`config.mk`:
```
export PLATFORM = sky130hd
export DESIGN_NAME = cursor_ctrl
export DESIGN_NICKNAME = d
export VERILOG_FILES = /design/src/rtl/cursor_ctrl.sv
export SDC_FILE = /design/constraint.sdc
export NUM_CORES = 1
export LEC_CHECK = 0
export ABC_CLOCK_PERIOD_IN_PS = 11100
export CAP_MARGIN = 15
export CORE_AREA = 2 2 121 123
export DETAILED_ROUTE_END_ITERATION = 7
export DIE_AREA = 0 0 123 125
export GPL_ROUTABILITY_DRIVEN = 1
export PLACE_DENSITY = 0.69
export SETUP_SLACK_MARGIN = 0.3
export SLEW_MARGIN = 10
export SYNTH_ARGS = -nofsm -noshare
export SYNTH_HDL_FRONTEND = slang
export SYNTH_SLANG_ARGS = --single-unit
```
`constraint.sdc`:
```
create_clock -name sys_clk -period 11.1 [get_ports sys_clk]
set_input_delay 2.22 -clock sys_clk [delete_from_list [all_inputs] [get_ports sys_clk]]
set_output_delay 2.22 -clock sys_clk [all_outputs]
set_load 0.005 [all_outputs]
```
`src/rtl/cursor_ctrl.sv`:
```
// rtl/cursor_ctrl.sv - Battleship targeting cursor, fired-cell bitmap and shot FIFO
// Optional feature macro: CURSOR_WRAP_EN (cursor wraps at grid edges; default saturates).
module cursor_ctrl #(
  parameter int GRID_W     = 10,
  parameter int GRID_H     = 10,
  parameter int FIFO_DEPTH = 4
) (
  input  logic       sys_clk,
  input  logic       rst,
  input  logic [1:0] kb_dir,
  input  logic       kb_fire,
  input  logic       kb_done,
  input  logic       enable,
  input  logic       new_game,
  output logic [3:0] cur_x,
  output logic [3:0] cur_y,
  output logic       shot_valid,
  output logic [3:0] shot_x,
  output logic [3:0] shot_y,
  input  logic       shot_ready,
  output logic       dup_shot,
  output logic       ovf
);

  localparam int BW = GRID_W * GRID_H;
  localparam int IW = (BW > 1) ? $clog2(BW) : 1;
  localparam int PW = (FIFO_DEPTH > 1) ? $clog2(FIFO_DEPTH) : 1;
  localparam int CW = PW + 1;
  localparam logic [3:0]    X_MAX    = 4'(GRID_W - 1);
  localparam logic [3:0]    Y_MAX    = 4'(GRID_H - 1);
  localparam logic [CW-1:0] FULL_CNT = CW'(FIFO_DEPTH);

  typedef enum logic {S_IDLE, S_APPLY} state_t;

  state_t        r_state;
  logic          r_ev_fire;
  logic [1:0]    r_ev_dir;
  logic [3:0]    r_cur_x;
  logic [3:0]    r_cur_y;
  logic          r_dup;
  logic          r_ovf;
  logic [BW-1:0] r_bitmap;
  logic [3:0]    r_mem_x [FIFO_DEPTH];
  logic [3:0]    r_mem_y [FIFO_DEPTH];
  logic [PW-1:0] r_wr_ptr;
  logic [PW-1:0] r_rd_ptr;
  logic [CW-1:0] r_count;

  logic          w_ev;
  logic          w_fire;
  logic          w_move;
  logic [7:0]    w_idx8;
  logic [IW-1:0] w_bit;
  logic          w_hit;
  logic          w_empty;
  logic          w_full;
  logic          w_pop;
  logic          w_push;
  logic          w_drop;
  logic [3:0]    w_nx_x;
  logic [3:0]    w_nx_y;

  // Event qualification, bitmap lookup, FIFO handshake and next cursor position
  always_comb begin
    w_ev    = kb_done & enable & ~new_game;
    w_fire  = (r_state == S_APPLY) & r_ev_fire;
    w_move  = (r_state == S_APPLY) & ~r_ev_fire;
    w_idx8  = 8'(r_cur_y) * 8'(GRID_W) + 8'(r_cur_x);
    w_bit   = IW'(w_idx8);
    w_hit   = r_bitmap[w_bit];
    w_empty = (r_count == '0);
    w_full  = (r_count == FULL_CNT);
    w_pop   = ~w_empty & shot_ready;
    // A pop in the same cycle frees a slot, so a full FIFO can still accept the shot
    w_push  = w_fire & ~w_hit & (~w_full | w_pop);
    w_drop  = w_fire & ~w_hit & w_full & ~w_pop;
    w_nx_x  = r_cur_x;
    w_nx_y  = r_cur_y;
    case (r_ev_dir)
`ifdef CURSOR_WRAP_EN
      2'b00:   w_nx_y = (r_cur_y == 4'd0)  ? Y_MAX : r_cur_y - 4'd1;
      2'b01:   w_nx_y = (r_cur_y == Y_MAX) ? 4'd0  : r_cur_y + 4'd1;
      2'b10:   w_nx_x = (r_cur_x == 4'd0)  ? X_MAX : r_cur_x - 4'd1;
      default: w_nx_x = (r_cur_x == X_MAX) ? 4'd0  : r_cur_x + 4'd1;
`else
      2'b00:   w_nx_y = (r_cur_y == 4'd0)  ? r_cur_y : r_cur_y - 4'd1;
      2'b01:   w_nx_y = (r_cur_y == Y_MAX) ? r_cur_y : r_cur_y + 4'd1;
      2'b10:   w_nx_x = (r_cur_x == 4'd0)  ? r_cur_x : r_cur_x - 4'd1;
      default: w_nx_x = (r_cur_x == X_MAX) ? r_cur_x : r_cur_x + 4'd1;
`endif
    endcase
  end

  // Controller FSM: latch one event, apply it next cycle, restart on new_game
  always_ff @(posedge sys_clk) begin
    if (rst || new_game) begin
      r_state   <= S_IDLE;
      r_ev_fire <= 1'b0;
      r_ev_dir  <= 2'b00;
      r_cur_x   <= 4'd0;
      r_cur_y   <= 4'd0;
      r_dup     <= 1'b0;
      r_ovf     <= 1'b0;
    end else begin
      r_dup <= w_fire & w_hit;
      if (w_drop) r_ovf <= 1'b1;
      if (w_move) begin
        r_cur_x <= w_nx_x;
        r_cur_y <= w_nx_y;
      end
      case (r_state)
        S_IDLE, S_APPLY: begin
          // An event arriving during APPLY is latched and applied back-to-back
          if (w_ev) begin
            r_ev_fire <= kb_fire;
            r_ev_dir  <= kb_dir;
            r_state   <= S_APPLY;
          end else begin
            r_state   <= S_IDLE;
          end
        end
        default: r_state <= S_IDLE;
      endcase
    end
  end

  // Shot FIFO storage, pointers, occupancy and fired-cell bitmap
  always_ff @(posedge sys_clk) begin
    if (rst || new_game) begin
      r_wr_ptr <= '0;
      r_rd_ptr <= '0;
      r_count  <= '0;
      r_bitmap <= '0;
    end else begin
      if (w_push) begin
        r_mem_x[r_wr_ptr] <= r_cur_x;
        r_mem_y[r_wr_ptr] <= r_cur_y;
        r_wr_ptr          <= r_wr_ptr + PW'(1);
        r_bitmap[w_bit]   <= 1'b1;
      end
      if (w_pop) r_rd_ptr <= r_rd_ptr + PW'(1);
      case ({w_push, w_pop})
        2'b10:   r_count <= r_count + CW'(1);
        2'b01:   r_count <= r_count - CW'(1);
        default: r_count <= r_count;
      endcase
    end
  end

  assign cur_x      = r_cur_x;
  assign cur_y      = r_cur_y;
  assign shot_valid = ~w_empty;
  assign shot_x     = w_empty ? 4'd0 : r_mem_x[r_rd_ptr];
  assign shot_y     = w_empty ? 4'd0 : r_mem_y[r_rd_ptr];
  assign dup_shot   = r_dup;
  assign ovf        = r_ovf;

endmodule

```
==> flow_metrics.py, run 1 <==
metrics = {
    "logic_synthesis": {
        "synth.yosys.seq_area_share_pct": 47.8,
        "ys_ff_latch": 155,
        "synth_cell_types": 58,
        "synth.avg_cell_area_um2": 11.2,
        "synth_edf_count": 32,
        "yosys-top-cells-area": "dfxtp_1 (34%), a32o_1 (14%), edfxtp_1 (13%)",
        "synth_largest_type_area_fraction_pct": 34.4,
        "synthFlopType": "dfxtp_1",
        "syn_inst": 639,
        "synth_async_sr_flop_share_pct": 0,
        "synth_warnings": 0,
        "yosysTopAreaCell": "dfxtp_1",
        "synth_nets": 667,
        "synth_area_um2": 7150,
    },
    "sta": {
        "period_minus_slack_ns": 5.09,
        "finClkSkew_ns": 0.00878,
        "rsz0062_at_grt": "false",
        "fin_crit_sh_pct": 45.9,
        "tightest_slew_ns": 1.09,
        "drv_slew": 0,
        "relSlewSlack_pct": 26.8,
        "finalHoldViolations": 0,
        "max_clock_freq_mhz": 196,
        "setup_viol": 0,
        "final.setup.tns_ns": 0,
    },
    "cts": {
        "cts_hold_buffers": 0,
        "cts.sinks": 155,
        "postCtsSetupBuffers": 0,
        "cts_tree": "built",
        "clk_latency_ns": 0.42,
        "cts_resized": 0,
        "root_buffer": "clkbuf_16",
        "clk_path_buf_depth": 2,
        "h-tree-depth": 4,
        "cts-buffers-inserted": 17,
        "clkTransAtPathRegs_ns": 0.06,
    },
    "worst_setup_path": {
        "worstSetupEndpointType": "flop",
        "cp.arrival_ns": 5.16,
        "worstPathRequired_ns": 11.16,
        "worst_setup_path_start_kind": "flop",
        "worstPathMaxFanout": 60,
        "criticalPathCategory": "flop to flop",
    },
    "routing": {
        "wire_per_inst_um": 20.2,
        "first_pass_iters": 5,
        "viasPerCell": 6.49,
        "ant_nets": 0,
        "wirelength_mm": 16.8,
        "drt_iter0_markers": 503,
        "vias": 5416,
        "drc": 0,
    },
    "floorplan": {
        "fp-row-count": 44,
        "die-area_um2": 15400,
        "io-pin-count": 28,
        "die_y_um": 125,
        "start_util_pct": 50.4,
        "core_area_um2": 14200,
        "die_w_um": 123,
    },
    "grt": {
        "grt_max_degree": 101,
        "gr-usage-all-layers_pct": 22.7,
        "antenna_found_initial": 0,
        "grt_overflow": 0,
        "grt_pass1_vias": 5245,
        "grt_pass1_wl_mm": 27.4,
    },
    "placement": {
        "placed_cell_area_um2": 7470,
        "portBuffers": 27,
        "finalWeightedCongestion": 0.860,
        "place_inst": 802,
        "dp_hpwl_mm": 10.6,
    },
    "power": {
        "power.leakage_nw": 2.69,
        "ir_drop_uv": 111,
        "power_density_nw_per_um2": 150,
    },
    "finish": {
        "antenna_cells": 0,
        "areaGrowthSynthToFinish_pct": 13.4,
        "multiInputGateArea_um2": 3420,
        "final_cell_mix": "dfxtp_1 (122), a32o_1 (100), nor2_1 (32), edfxtp_1 (32), clkdlybuf4s50_1 (27)",
        "layout_commonest_cell": "dfxtp_1",
        "nets": 665,
        "nFillCells": 1189,
        "regArea_um2": 3420,
        "fin_area_um2": 8110,
        "post-route-util_pct": 57.1,
        "final_layout_size_suffix_gt1_share_pct": 11.2,
        "layoutNonFillerInstCount": 834,
    },
    "min_path": {
        "hp-class": "flop to flop",
    },
    "status": {
        "status": "completed",
    },
    "flow_run": {
        "drv_cap": 0,
    },
}
==> stage by stage <==
| step | hold slack (ns) | power, W | setup slack (ns) |
|---|---|---|---|
| final | 0.461 | 0.00121 | 6.01 |
| after global routing | 0.474 | 0.00125 | 5.63 |
| after CTS | 0.464 | 0.00122 | 6.08 |
| after detailed placement | 0.450 | 0.000607 | 6.11 |
| after global placement | 0.441 | 0.000606 | 6.31 |
| after floorplan | 0.434 | 0.000599 | 7.05 |
==> critical path: stages (launching register included) <==
cell	delay, ns
dfxtp_1	0.63
ha_1	0.31
fa_2	0.46
buf_4	0.32
and3b_1	0.44
a2111oi_0	0.56
a211oi_1	0.18
o21bai_2	0.25
nand4_1	0.19
nor4_4	0.31
buf_4	0.54
and2_1	0.52
==> registers in the layout, indices dropped and copies added (netlist names), 2 cells and up, named ones only <==
name	cells
r_count	3
r_mem_x	16
r_ev_dir	2
cur_y	4
r_wr_ptr	2
r_bitmap	100
r_mem_y	16
r_rd_ptr	2
cur_x	4
==> layer usage <==
metal	part of all wire, %	GRT usage [%]	wire length, µm
met2	49	36.4	8270
met5	0	0	0
met3	4.7	4.79	789
met1	45	31.3	7580
met4	1.3	6.08	214
==> final cells by class <==
type / count / share of cell area (%)
tap: 184 / 2.84
clock inverter: 14 / 2.33
timing repair buffer: 39 / 4.44
sequential: 155 / 42.2
multi-input combinational: 414 / 42.1
inverter: 10 / 0.463
clock buffer: 18 / 5.55
==> path summary, 6_finish.rpt <==
path                 from            end  cells past startpoint  slack [ns]
max              cur_y[0]  r_mem_x[0][1]                     11        6.01
min          r_bitmap[49]   r_bitmap[49]                      1        0.46
max reg2reg      cur_y[0]  r_mem_x[0][1]                     11        6.01
min reg2reg  r_bitmap[49]   r_bitmap[49]                      1        0.46
==> kinds of logic (layout without fill, tap and decap cells) <==
logic type	after synthesis	count (layout)	share of synthesized area [%]
AO/OA/AOI/OAI	188	188	22.9
AND/OR/NAND/NOR	148	148	11.1
flip-flops	155	155	47.8
buffers and inverters	70	81	4.65
adder cells (fa/ha/maj)	19	19	3.85
XOR/XNOR	17	17	2.08
multiplexers	42	42	7.59
==> power breakdown <==
group | internal [W] | total, W | leakage [nW] | switching [W]
registers | 0.000573 | 0.000574 | 1.29 | 0.00000106
clock network | 0.000390 | 0.000620 | 0.310 | 0.000230
logic | 0.00000790 | 0.0000205 | 1.10 | 0.0000126
==> synth_stat cells, types with 5 or more instances <==
cell type	n
a21oi_1	21
mux2_2	7
nand3_1	18
a32o_1	100
and2_1	15
nand2_1	23
nand3b_1	6
mux4_2	9
nor3b_1	5
buf_2	17
buf_6	6
a22o_1	7
fa_1	5
edfxtp_1	32
nand2b_1	6
xor2_1	5
nor3_1	15
xnor2_1	12
inv_1	10
a22oi_1	5
clkbuf_1	35
dfxtp_1	123
nor2_1	33
o21ai_0	16
mux2i_1	25
a221oi_1	7
ha_1	14
nor2b_1	6
a221o_1	6
Power figures use the tool's default switching activity.
==> run 2: changes to the inputs <==
Settings changed: ABC_CLOCK_PERIOD_IN_PS 11100 to 5050.
Clock period 11.1 ns to 5.05 ns, I/O delays scaled along.
==> run 2 against run 1 <==
  * Sequential cell count unchanged
  * Worst hold slack worse by 0.0028 ns
  * Clock power up 100%
  * First-iteration DRC count up 7.4%
  * Die area unchanged
  * Worst setup slack worse by 5.3 ns
  * Global-route usage up 0.78 points
  * Via count up 2.1%
  * Maximum frequency up 17%
  * Sequential share of layout area down 0.47 points
  * Routed wire length up 3.0%
  * Largest cell class unchanged
==> flow_metrics.py, run 2 (synthesized netlist as in run 1, its figures left out) <==
metrics = {
    "power": {
        "power_density_nw_per_um2": 314,
        "power_frac_seq_pct": 49.1,
        "clkPwrFrac_pct": 49.0,
        "power.leakage_nw": 2.76,
        "p_total_w": 0.00257,
        "ir_drop_uv": 270,
        "power.internal_w": 0.00205,
        "p_comb_share_pct": 1.9,
        "p_switching_w": 0.000523,
        "switching_share_pct": 20.3,
    },
    "worst_setup_path": {
        "crit_top_cell": "ha_1",
        "criticalPathCategory": "flop to flop",
        "worstPathMaxFanout": 10,
        "cp_cell_sequence": "ha_1 -> ha_1 -> inv_1 -> fa_1 -> or4_4 -> o2111ai_2 -> nor4_1 -> a21oi_1 -> nand4_1 -> nor4_4 -> and2_1",
        "cp_top_family": "simple AND/OR/NAND/NOR gates",
        "max_stage_delay_ns": 0.62,
        "crit_buf_inv": 1,
        "cp.arrival_ns": 4.43,
        "worstPathRequired_ns": 5.13,
        "worstSetupEndpointType": "flop",
        "worst_setup_path_start_kind": "flop",
        "crit_slowest_cell": "or4_4",
    },
    "floorplan": {
        "die_y_um": 125,
        "die-area_um2": 15400,
        "io-pin-count": 28,
        "fp-row-count": 44,
        "core_area_um2": 14200,
        "die_w_um": 123,
        "start_util_pct": 50.4,
    },
    "routing": {
        "first_pass_iters": 5,
        "drc": 0,
        "wire_per_inst_um": 20.5,
        "drt_iter0_markers": 540,
        "ant_nets": 0,
        "wirelength_mm": 17.3,
        "vias": 5528,
        "viasPerCell": 6.52,
    },
    "grt": {
        "gr-usage-all-layers_pct": 23.5,
        "grt_pass1_vias": 5375,
        "grt_overflow": 0,
        "antenna_found_initial": 0,
        "grt_pass1_wl_mm": 28.0,
        "grt_max_degree": 101,
    },
    "cts": {
        "cts_hold_buffers": 0,
        "cts.sinks": 155,
        "cts_resized": 0,
        "clkTransAtPathRegs_ns": 0.06,
        "cts-buffers-inserted": 17,
        "postCtsSetupBuffers": 0,
        "h-tree-depth": 4,
        "clk_path_buf_depth": 2,
        "root_buffer": "clkbuf_16",
        "cts_tree": "built",
        "clk_latency_ns": 0.43,
    },
    "flow_run": {
        "drv_cap": 0,
    },
    "finish": {
        "final_layout_size_suffix_gt1_share_pct": 12.8,
        "reg.largest.list": "r_bitmap: 100 flops, r_mem_x: 16 flops, r_mem_y: 16 flops",
        "multiInputGateArea_um2": 3420,
        "final_cell_mix": "dfxtp_1 (122), a32o_1 (100), nor2_1 (32), edfxtp_1 (32), clkdlybuf4s50_1 (27)",
        "top_register": "r_bitmap",
        "nets": 679,
        "largest_register_ffs": 100,
        "nFillCells": 1175,
        "regArea_um2": 3420,
        "areaGrowthSynthToFinish_pct": 14.6,
        "layout_commonest_cell": "dfxtp_1",
        "layoutNonFillerInstCount": 848,
        "antenna_cells": 0,
        "post-route-util_pct": 57.7,
    },
    "sta": {
        "tightest_slew_ns": 1.03,
        "rsz0062_at_grt": "false",
        "finClkSkew_ns": 0.00963,
        "fin_ws_ns": 0.696,
        "fin_crit_sh_pct": 86.2,
        "finalHoldViolations": 0,
        "final.setup.tns_ns": 0,
        "period_minus_slack_ns": 4.35,
        "drv_slew": 0,
        "relSlewSlack_pct": 30.0,
        "max_clock_freq_mhz": 230,
        "setup_viol": 0,
    },
    "placement": {
        "portBuffers": 27,
        "finalWeightedCongestion": 0.819,
        "dpl_worst_slack_ns": 0.721,
        "dp_hpwl_mm": 11.3,
        "place_inst": 815,
    },
    "status": {
        "status": "completed",
    },
    "min_path": {
        "hp-class": "flop to flop",
    },
}
[run 2: cell count changes in the layout (fill, tap and decap cells not counted), sizes merged]
cell    change
inv         -1
clkinv      -1
clkbuf      +4
bufinv      -2
buf        +14
[run 2: per-stage QoR]
stage	hold WS, ns	area, µm²
4_1_cts	0.463	8180
5_1_grt	0.472	8200
6_report	0.459	8200
3_5_place_dp	0.450	7590
3_3_place_gp	0.444	7590
2_1_floorplan	0.434	7150
[run 2: per-layer routing]
layer / track usage, % / vias up / wire length (µm)
met4: 9.49 / 0 / 482
met1: 30.9 / 2779 / 7520
li1: - / 2546 / -
met5: 0 / - / 0
met2: 37.6 / 163 / 8510
met3: 5.29 / 40 / 836
[run 2: final timing paths]
kind / startpoint / slack, ns / to / depth (start not counted)
worst min-delay path: r_bitmap[16] / 0.46 / r_bitmap[16] / 1
worst max register to register: cur_y[1] / 0.70 / r_mem_x[0][2] / 11
worst min register to register: r_bitmap[16] / 0.46 / r_bitmap[16] / 1
worst max-delay path: cur_y[1] / 0.70 / r_mem_x[0][2] / 11
[run 2: power by group through the flow]
stage          clock network (W)  registers (W)  logic [W]
2_1_floorplan                  0        0.00129  0.0000294
3_3_place_gp                   0        0.00129  0.0000450
3_5_place_dp                   0        0.00129  0.0000471
4_1_cts                  0.00128        0.00126  0.0000472
5_1_grt                  0.00133        0.00126  0.0000537
6_report                 0.00126        0.00126  0.0000492
[run 2: final cells by class]
type / count / share of cell area, %
multi-input combinational: 414 / 41.7
clock buffer: 22 / 5.80
sequential: 155 / 41.8
clock inverter: 10 / 1.37
tap: 184 / 2.81
inverter: 10 / 0.458
timing repair buffer: 53 / 6.13
[run 2: worst register-to-register path, cell delays in order, from the launching register on]
cell	delay (ns)
dfxtp_1	0.55
ha_1	0.31
ha_1	0.21
inv_1	0.06
fa_1	0.55
or4_4	0.62
o2111ai_2	0.22
nor4_1	0.13
a21oi_1	0.28
nand4_1	0.22
nor4_4	0.42
and2_1	0.44
